## src/rtl/alu_seq_unit.sv

```systemverilog
// rtl/alu_seq_unit.sv - multicycle RV32I execute unit with iterative shifter
//
// Decodes alu_op/funct3/op_5/funct7 into the RV32I ALU operation set and
// executes it behind a valid/ready handshake. Non-shift ops finish on the
// accept edge; shifts iterate SHIFT_STEP positions per cycle.
//
// Optional feature macro: ALU_MUL_EN
//   defined   - R-type funct7_0 with funct3=000 is MUL (low XLEN bits),
//               computed by shift-add, one multiplier bit per cycle
//   undefined - no multiplier; every R-type funct7_0 op is illegal
//
// Ports:
//   clk       clock, all state on rising edge
//   rst_n     asynchronous active-low reset
//   in_valid  operands/controls valid
//   in_ready  unit can accept (IDLE only)
//   alu_op    00 add, 01 sub, 10 decode funct fields, 11 reserved
//   funct3    instruction funct3
//   op_5      opcode bit 5 (1 = R-type)
//   funct7_5  funct7 bit 5
//   funct7_0  funct7 bit 0 (M-extension select)
//   src_a     operand A
//   src_b     operand B
//   out_valid result valid
//   out_ready consumer accepts result
//   result    registered result
//   zero      result == 0
//   illegal   registered with result; op was undecodable

module alu_seq_unit #(
   parameter int XLEN       = 32,
   parameter int SHIFT_STEP = 1
) (
   input  logic            clk,
   input  logic            rst_n,
   input  logic            in_valid,
   output logic            in_ready,
   input  logic [1:0]      alu_op,
   input  logic [2:0]      funct3,
   input  logic            op_5,
   input  logic            funct7_5,
   input  logic            funct7_0,
   input  logic [XLEN-1:0] src_a,
   input  logic [XLEN-1:0] src_b,
   output logic            out_valid,
   input  logic            out_ready,
   output logic [XLEN-1:0] result,
   output logic            zero,
   output logic            illegal
);

   localparam int SHW = $clog2(XLEN);
   localparam logic [SHW:0] STEP_V = (SHW+1)'(SHIFT_STEP);

`ifdef ALU_MUL_EN
   typedef enum logic [1:0] {S_IDLE, S_SHIFT, S_MUL, S_DONE} state_t;
`else
   typedef enum logic [1:0] {S_IDLE, S_SHIFT, S_DONE} state_t;
`endif

   typedef enum logic [3:0] {
      OP_ADD, OP_SUB, OP_SLL, OP_SLT, OP_SLTU, OP_XOR,
      OP_SRL, OP_SRA, OP_OR, OP_AND, OP_MUL, OP_ILL
   } op_t;

   state_t          state;
   op_t             dec_op;
   op_t             op_q;
   logic [XLEN-1:0] alu_res;
   logic [XLEN-1:0] work;      // shift accumulator, or product under MUL
   logic [SHW-1:0]  rem;       // shift positions left, or MUL bits left - 1
   logic [SHW-1:0]  shamt_in;
   logic [SHW:0]    step_amt;
   logic [SHW-1:0]  rem_next;
   logic [XLEN-1:0] shifted;

`ifdef ALU_MUL_EN
   logic [XLEN-1:0] mul_a;
   logic [XLEN-1:0] mul_b;
   logic [XLEN-1:0] prod_next;

   assign prod_next = work + (mul_b[0] ? mul_a : '0);
`endif

   assign in_ready  = (state == S_IDLE);
   assign out_valid = (state == S_DONE);
   assign zero      = (result == '0);
   assign shamt_in  = src_b[SHW-1:0];

   always_comb begin
      dec_op = OP_ILL;
      case (alu_op)
         2'b00: dec_op = OP_ADD;
         2'b01: dec_op = OP_SUB;
         2'b10: begin
            if (op_5 && funct7_0) begin
`ifdef ALU_MUL_EN
               if (funct3 == 3'b000) dec_op = OP_MUL;
`endif
            end else begin
               case (funct3)
                  3'b000: dec_op = (op_5 && funct7_5) ? OP_SUB : OP_ADD;
                  3'b001: dec_op = OP_SLL;
                  3'b010: dec_op = OP_SLT;
                  3'b011: dec_op = OP_SLTU;
                  3'b100: dec_op = OP_XOR;
                  3'b101: dec_op = funct7_5 ? OP_SRA : OP_SRL;
                  3'b110: dec_op = OP_OR;
                  default: dec_op = OP_AND;
               endcase
            end
         end
         default: dec_op = OP_ILL;
      endcase
   end

   // Single-cycle ops; OP_ILL falls through to zero.
   always_comb begin
      alu_res = '0;
      case (dec_op)
         OP_ADD:  alu_res = src_a + src_b;
         OP_SUB:  alu_res = src_a - src_b;
         OP_SLT:  alu_res = {{(XLEN-1){1'b0}}, $signed(src_a) < $signed(src_b)};
         OP_SLTU: alu_res = {{(XLEN-1){1'b0}}, src_a < src_b};
         OP_XOR:  alu_res = src_a ^ src_b;
         OP_OR:   alu_res = src_a | src_b;
         OP_AND:  alu_res = src_a & src_b;
         default: alu_res = '0;
      endcase
   end

   // One shift step: min(SHIFT_STEP, remaining). rem < XLEN, so the step
   // always fits in SHW bits once clamped to rem.
   always_comb begin
      step_amt = ({1'b0, rem} < STEP_V) ? {1'b0, rem} : STEP_V;
      rem_next = rem - step_amt[SHW-1:0];
      case (op_q)
         OP_SLL:  shifted = work << step_amt;
         OP_SRL:  shifted = work >> step_amt;
         default: shifted = $signed(work) >>> step_amt;
      endcase
   end

   always_ff @(posedge clk or negedge rst_n) begin
      if (!rst_n) begin
         state   <= S_IDLE;
         op_q    <= OP_ADD;
         work    <= '0;
         rem     <= '0;
         result  <= '0;
         illegal <= 1'b0;
`ifdef ALU_MUL_EN
         mul_a   <= '0;
         mul_b   <= '0;
`endif
      end else begin
         case (state)
            S_IDLE: begin
               if (in_valid) begin
                  op_q    <= dec_op;
                  illegal <= (dec_op == OP_ILL);
                  case (dec_op)
                     OP_SLL, OP_SRL, OP_SRA: begin
                        if (shamt_in == '0) begin
                           result <= src_a;
                           state  <= S_DONE;
                        end else begin
                           work  <= src_a;
                           rem   <= shamt_in;
                           state <= S_SHIFT;
                        end
                     end
`ifdef ALU_MUL_EN
                     OP_MUL: begin
                        work  <= '0;
                        mul_a <= src_a;
                        mul_b <= src_b;
                        rem   <= SHW'(XLEN-1);
                        state <= S_MUL;
                     end
`endif
                     default: begin
                        result <= alu_res;
                        state  <= S_DONE;
                     end
                  endcase
               end
            end
            S_SHIFT: begin
               work <= shifted;
               rem  <= rem_next;
               if (rem_next == '0) begin
                  result <= shifted;
                  state  <= S_DONE;
               end
            end
`ifdef ALU_MUL_EN
            S_MUL: begin
               work  <= prod_next;
               mul_a <= mul_a << 1;
               mul_b <= mul_b >> 1;
               rem   <= rem - SHW'(1);
               if (rem == '0) begin
                  result <= prod_next;
                  state  <= S_DONE;
               end
            end
`endif
            S_DONE: begin
               if (out_ready) state <= S_IDLE;
            end
            default: state <= S_IDLE;
         endcase
      end
   end

endmodule
```

## config.mk

```make
export PLATFORM = sky130hd
export DESIGN_NAME = alu_seq_unit
export DESIGN_NICKNAME = d
export VERILOG_FILES = /design/src/rtl/alu_seq_unit.sv
export SDC_FILE = /design/constraint.sdc
export NUM_CORES = 1
export LEC_CHECK = 0
export ABC_AREA = 1
export CAP_MARGIN = 15
export CORE_MARGIN = 5
export CORE_UTILIZATION = 45
export DETAILED_ROUTE_END_ITERATION = 16
export GPL_TIMING_DRIVEN = 1
export MAX_ROUTING_LAYER = met4
export PLACE_DENSITY = 0.7
export SYNTH_ARGS = -nofsm -noshare
export SYNTH_HDL_FRONTEND = slang
export SYNTH_SLANG_ARGS = --single-unit
```

## constraint.sdc

```tcl
create_clock -name clk -period 2.55 [get_ports clk]
set_input_delay 0.3825 -clock clk [delete_from_list [all_inputs] [get_ports clk]]
set_output_delay 0.3825 -clock clk [all_outputs]
set_load 0.02 [all_outputs]
```

==> results of run 1 <==
cell type report:
type | count | share of cell area
Inverter | 378 | 0.08744
Tap cell | 330 | 0.02540
Clock inverter | 6 | 0.008467
Timing Repair Buffer | 436 | 0.2287
Clock buffer | 9 | 0.01385
Multi-Input combinational cell | 1492 | 0.5192
Sequential cell | 76 | 0.1170
cell usage in the layout, fill, tap and decap left out, types with 6 or more instances in the layout:
master / n
nand3_2: 23
o221ai_1: 29
a21oi_2: 19
a21oi_1: 60
buf_12: 13
nor2_2: 30
nand2_2: 38
inv_2: 18
clkbuf_16: 9
clkdlybuf4s50_1: 103
o21ai_0: 97
ha_1: 74
nand2_1: 562
o21bai_1: 7
dfrtp_1: 76
nand4_1: 43
nor2_4: 6
nor2_1: 216
a21boi_1: 17
ha_4: 26
nand3_1: 127
inv_1: 358
o21ai_1: 11
a31oi_1: 27
xor2_1: 15
buf_4: 312
nor3_1: 8
path summary, 6_finish.rpt:
check                      depth (start not counted)               endpoint             startpoint  slack (ps)
max reg2reg                                        9  result[6]$_DFFE_PN0P_     rem[1]$_DFFE_PN0P_         160
max                                                6                   zero  result[2]$_DFFE_PN0P_          60
min                                                1    work[6]$_DFFE_PN0P_                  rst_n          80
min in group clk                                   2    op_q[0]$_DFFE_PN0P_    op_q[0]$_DFFE_PN0P_         510
min reg2reg                                        2    op_q[0]$_DFFE_PN0P_    op_q[0]$_DFFE_PN0P_         510
max in group asynchronous                          2    illegal$_DFFE_PN0P_                  rst_n        1840
state kept, by name (all words and copies together) (netlist names):
name,flops
result,32
work,32
rem,5
op_q,4
state,2
illegal,1
critical path, stage by stage, from the launching register on:
cell	delay, ps
dfrtp_1	410
nor4_2	330
buf_4	160
nand4_1	210
nor4_1	350
buf_4	160
buf_2	160
report_power, final:
group,total [uW],switching [uW],internal (uW)
clock,1590,538,1050
sequential,2290,495,1800
combinational,5810,3390,2410
total,9690,4420,5270
layer usage:
| layer | vias to the layer above | track usage | wire length [um] |
|---|---|---|---|
| li1 | 7103 | - | - |
| met1 | 6789 | 0.4676 | 21970 |
| met2 | 572 | 0.5065 | 21630 |
| met3 | 65 | 0.04019 | 3980 |
| met4 | 0 | 0.06895 | 913 |
| met5 | - | - | 0 |
stage by stage:
| stage | hold WS, ps | setup WS [ps] | utilization | power (uW) | TNS (ps) |
|---|---|---|---|---|---|
| after floorplan | 86.91 | 418.9 | - | 5316 | 0 |
| after global placement | 462.7 | -753.5 | 0.6001 | 7608 | -13030 |
| after detailed placement | 460.9 | -755.9 | 0.6001 | 7713 | -16010 |
| after CTS | 99.62 | 3.250 | 0.6217 | 9398 | 0 |
| after global routing | 134.3 | -38.92 | 0.6455 | 10320 | -145.5 |
| final | 83.18 | 58.83 | 0.6455 | 9692 | 0 |
cells by family (layout without fill, tap and decap cells):
logic type      Yosys count  in the layout  synth area share
xor+xnor                 17             17           0.01296
simple gates           1082           1082            0.3946
fa+ha+maj               106            106            0.1167
buf+inv                 463            829            0.1638
flops                    76             76            0.1655
compound gates          287            287            0.1464
repair_timing:
item | CTS | global route
resized for setup | 56 | 145
setup buffers | 1 | 6
pin swaps | 7 | 18
setup endpoints to repair | 21 | 32
hold buffers | 0 | 0
==> run_results.csv, run 1 <==
group,metric,value,unit
logic_synthesis,synthTopCellsByCount,"nand2_1, inv_1, nor2_1",
worst_setup_path,crit_required,2170,ps
clock_tree,h-tree-depth,3,
finish,finish.instance_area,16260,um2
worst_setup_path,crit_path_max_fanout,3,
finish,fillers,2450,
power_and_ir_drop,powerDensity,596.2,nW/um2
power_and_ir_drop,p_leak,0.009026,uW
worst_setup_path,setup.worst_path.class,"register to output port",
timing,hold_viol_final,0,
logic_synthesis,syn-instance-count,2031,
logic_synthesis,ys_seq_area_frac,0.1655,
timing,slew-limit-headroom,0.5482,
finish,seq_area,1902,um2
grt,grt_pass1_vias,13460,
finish,stdcell_count,2727,
clock_tree,cts.sink_count,76,
finish,num_antenna_cells,0,
floorplan,die_area,28840,um2
run,maxCapViolations,0,
finish,fin_nets,2575,
power_and_ir_drop,ir_drop,0.0008099,V
floorplan,die-height,169.8,um
logic_synthesis,post-synth-top-count-cell,"nand2_1",
grt,grt_max_degree,53,
placed_design,dpl_cell_area,15110,um2
clock_tree,cts_root_buf,"clkbuf_16",
routing,dr.pass1.iters,6,
logic_synthesis,synthArstFlopShare,1.000,
clock_tree,clock_path_buffers,2,
placed_design,dpl.hpwl,39.26,mm
logic_synthesis,synth_edf_count,0,
routing,ant_nets,0,
routing,route.vias.total,14530,
clock_tree,insertion_delay,340,ps
timing,tightest_slew,677.7,ps
logic_synthesis,ys_top_cells_by_area,"nand2_1, dfrtp_1, inv_1, ha_1, nor2_1",
routing,routedWlPerCell,17.78,um
routing,route.detailed.drc,0,
timing,fin_skew,9.532,ps
clock_tree,cts_tree,"done",
floorplan,io_pins,112,
finish,multiInputGateArea,8439,um2
logic_synthesis,synth_top_area_share,0.1950,
routing,wl,48.50,mm
grt,gr-total-overflow,0,
worst_setup_path,end_kind,"output port",
timing,finalSetupViolations,0,
routing,drtIter0Drc,1658,
logic_synthesis,synth_seq_cells,76,
finish,drive_above_1_share,0.2199,
floorplan,coreArea,25180,um2
grt,antenna_found_initial,0,
timing,layout_min_cycle_time,2491,ps
placed_design,gp_congestion,1.017,
timing,drv_slew,0,
logic_synthesis,syn_nets,2213,
logic_synthesis,synth_top_area_cell,"nand2_1",
logic_synthesis,netlist_area,11490,um2
floorplan,initial_core_util,0.4564,
floorplan,fp.dieW,169.8,um
worst_setup_path,cp.arrival,2110,ps
logic_synthesis,ys_warn_count,0,
logic_synthesis,synthFlopType,"dfrtp_1",
timing,min_period_over_period,0.9769,
logic_synthesis,synth.distinct_cells,45,
grt,track_usage,0.3296,
finish,area.growth.synth_to_final,41.43,%
floorplan,rows,58,
clock_tree,cts_buffers,9,
logic_synthesis,avgSynthCellArea,5.659,um2
min_path,hp-class,"input port to async pin",
timing,grt_setup_unrepaired,"true",
status,outcome,"finished, final reports clean",
placed_design,dp_cells,2705,
placed_design,port-buffer-count,111,
worst_setup_path,start_kind,"register",
timing,max_freq,401.4,MHz
routing,vias_per_cell,5.328,
clock_tree,path_clk_slew,60,ps
grt,grt_pass1_wl,72.83,mm
Note: power is estimated with default switching activity, not from simulation.
==> inputs of run 2 (changes only) <==
--- a/config.mk
+++ b/config.mk
@@ -13,6 +13,7 @@
 export GPL_TIMING_DRIVEN = 1
 export MAX_ROUTING_LAYER = met4
 export PLACE_DENSITY = 0.7
+export RECOVER_POWER = 100
 export SYNTH_ARGS = -nofsm -noshare
 export SYNTH_HDL_FRONTEND = slang
 export SYNTH_SLANG_ARGS = --single-unit
==> run_results.csv, run 2 (synthesized netlist as in run 1, its figures left out) <==
group,metric,value,unit
status,outcome,"finished, final reports clean",
timing,layout_min_cycle_time,2506,ps
timing,finalSetupViolations,0,
worst_setup_path,cp.arrival,2120,ps
floorplan,coreArea,25180,um2
floorplan,die_area,28840,um2
worst_setup_path,cp-startpoint,"result[2]$_DFFE_PN0P_",
finish,area.growth.synth_to_final,41.01,%
finish,num_antenna_cells,0,
finish,fin_nets,2575,
grt,track_usage,0.3296,
power_and_ir_drop,ir_drop,0.0007851,V
worst_setup_path,reg2reg_depth,9,
clock_tree,clock_path_buffers,2,
placed_design,dpl.hpwl,39.26,mm
routing,drtIter0Drc,1658,
placed_design,port-buffer-count,111,
worst_setup_path,r2r_end,"result[6]$_DFFE_PN0P_",
worst_setup_path,ff2ff_setup_slack,160,ps
floorplan,fp.dieW,169.8,um
grt,gr-total-overflow,0,
worst_setup_path,rr_startpoint,"rem[1]$_DFFE_PN0P_",
timing,hold_viol_final,0,
timing,max_freq,399.0,MHz
routing,route.detailed.drc,0,
clock_tree,insertion_delay,340,ps
grt,grt_pass1_wl,72.83,mm
worst_setup_path,crit_path_max_fanout,3,
run,maxCapViolations,0,
worst_setup_path,crit_required,2170,ps
worst_setup_path,end_kind,"output port",
routing,wl,48.54,mm
grt,grt_max_degree,53,
power_and_ir_drop,p_leak,0.009004,uW
floorplan,rows,58,
routing,wl_met3,3.950,mm
routing,ant_nets,0,
routing,wirelength_met1,21.98,mm
timing,min_period_over_period,0.9829,
timing,fin_skew,10.21,ps
floorplan,initial_core_util,0.4564,
grt,antenna_found_initial,0,
routing,vias_per_cell,5.329,
worst_setup_path,setup.worst_path.class,"register to output port",
finish,postLayoutCoreUtil,0.6436,
finish,drive_above_1_share,0.2174,
power_and_ir_drop,powerDensity,590.6,nW/um2
clock_tree,cts_tree,"done",
routing,dr.pass1.iters,6,
floorplan,io_pins,112,
worst_setup_path,start_kind,"register",
finish,final_common_cell,"nand2_1",
timing,tightest_slew,1296,ps
clock_tree,cts.sink_count,76,
routing,routed-wl-met2,21.68,mm
routing,highest_layer,"met4",
floorplan,die-height,169.8,um
finish,top_regs,"result: 32 flops, work: 32 flops, rem: 5 flops",
clock_tree,cts_buffers,9,
min_path,hp-class,"input port to async pin",
clock_tree,h-tree-depth,3,
timing,fin_tns_setup,0,ps
worst_setup_path,critPathCapture,"zero",
finish,layout_common_cells,"nand2_1, inv_1, buf_4, nor2_1, nand3_1",
clock_tree,path_clk_slew,60,ps
routing,route.vias.total,14530,
grt,grt_pass1_vias,13460,
routing,routedWlPerCell,17.80,um
timing,slew-limit-headroom,0.1360,
timing,grt_setup_unrepaired,"true",
placed_design,gp_congestion,1.017,
finish,fillers,2463,
timing,drv_slew,0,
clock_tree,cts_root_buf,"clkbuf_16",
==> run 2: changes by cell type in the layout (fill, tap and decap cells not counted), moves of 2 or more <==
cell / before / now
a21boi_0: 1 / 4
nand2_2: 38 / 36
nand3_1: 127 / 129
clkdlybuf4s50_1: 103 / 68
a21boi_1: 17 / 14
clkbuf_2: 0 / 5
buf_4: 312 / 305
dlygate4sd3_1: 0 / 35
nand3_2: 23 / 21
nand2_1: 562 / 564
clkbuf_4: 0 / 2
==> run 2: worst max-delay path: stages (launching register included) <==
cell and delay [ps]:
dfrtp_1 400, nor4_2 330, buf_4 170, nand4_1 210, nor4_1 350, buf_4 160
clkbuf_2 160
==> run 2: per-layer routing <==
metal,vias to the layer above,track usage
met3,65,0.04019
met2,578,0.5065
met4,0,0.06895
met5,-,-
li1,7096,-
met1,6794,0.4676
==> run 2: report_power, final <==
| group | internal, uW | switching (uW) | leakage (uW) |
|---|---|---|---|
| Sequential | 1800 | 492 | 0.000882 |
| Combinational | 2300 | 3390 | 0.00795 |
| Clock | 1050 | 540 | 0.000176 |
| Total | 5150 | 4420 | 0.00900 |
==> run 2: area by class of cell <==
type	instances	area, um2	share of cell area
timing repair buffer	436	3690	0.2277
tap	330	412.9	0.02548
sequential	76	1902	0.1173
clock buffer	9	225.2	0.01390
clock inverter	6	137.6	0.008492
inverter	378	1421	0.08770
multi-input combinational	1492	8418	0.5194
==> run 2: worst min-delay path by stage <==
| stage | from | endpoint | slack, ps | cells after the start |
|---|---|---|---|---|
| after floorplan | rst_n | illegal$_DFFE_PN0P_ | 90 | 0 |
| after detailed placement | rst_n | work[6]$_DFFE_PN0P_ | 460 | 1 |
| after global placement | rst_n | work[6]$_DFFE_PN0P_ | 460 | 1 |
| after CTS | rst_n | work[6]$_DFFE_PN0P_ | 100 | 1 |
| final | rst_n | work[6]$_DFFE_PN0P_ | 320 | 1 |
| after global routing | rst_n | work[6]$_DFFE_PN0P_ | 430 | 1 |
==> run 2: metrics by stage <==
| step | cell area [um2] | setup slack (ps) | hold WS [ps] | cells | power [uW] |
|---|---|---|---|---|---|
| floorplan | 11490 | 418.9 | 86.91 | 2031 | 5316 |
| global placement | 15110 | -753.5 | 462.7 | 2705 | 7608 |
| detailed placement | 15110 | -755.9 | 460.9 | 2705 | 7713 |
| CTS | 15660 | 3.250 | 99.62 | 2721 | 9398 |
| global route | 16210 | -62.99 | 426.8 | 2727 | 10190 |
| finish | 16210 | 43.56 | 318.5 | 2727 | 9573 |
==> run 2: timing repair <==
item / 4_1_cts / 5_1_grt
endpoints found under the hold margin: 0 / 0
endpoints found under the setup margin: 21 / 32
hold buffers: 0 / 0
resized for setup: 56 / 145
pin swaps: 7 / 18
buffers inserted: 1 / 6
==> inputs of run 3 (changes only) <==
--- a/config.mk
+++ b/config.mk
@@ -10,7 +10,6 @@
 export CORE_MARGIN = 5
 export CORE_UTILIZATION = 45
 export DETAILED_ROUTE_END_ITERATION = 16
-export GPL_TIMING_DRIVEN = 1
 export MAX_ROUTING_LAYER = met4
 export PLACE_DENSITY = 0.7
 export RECOVER_POWER = 100
==> results of run 3 <==
Final layout, timing and power as in run 2 (identical DEF).
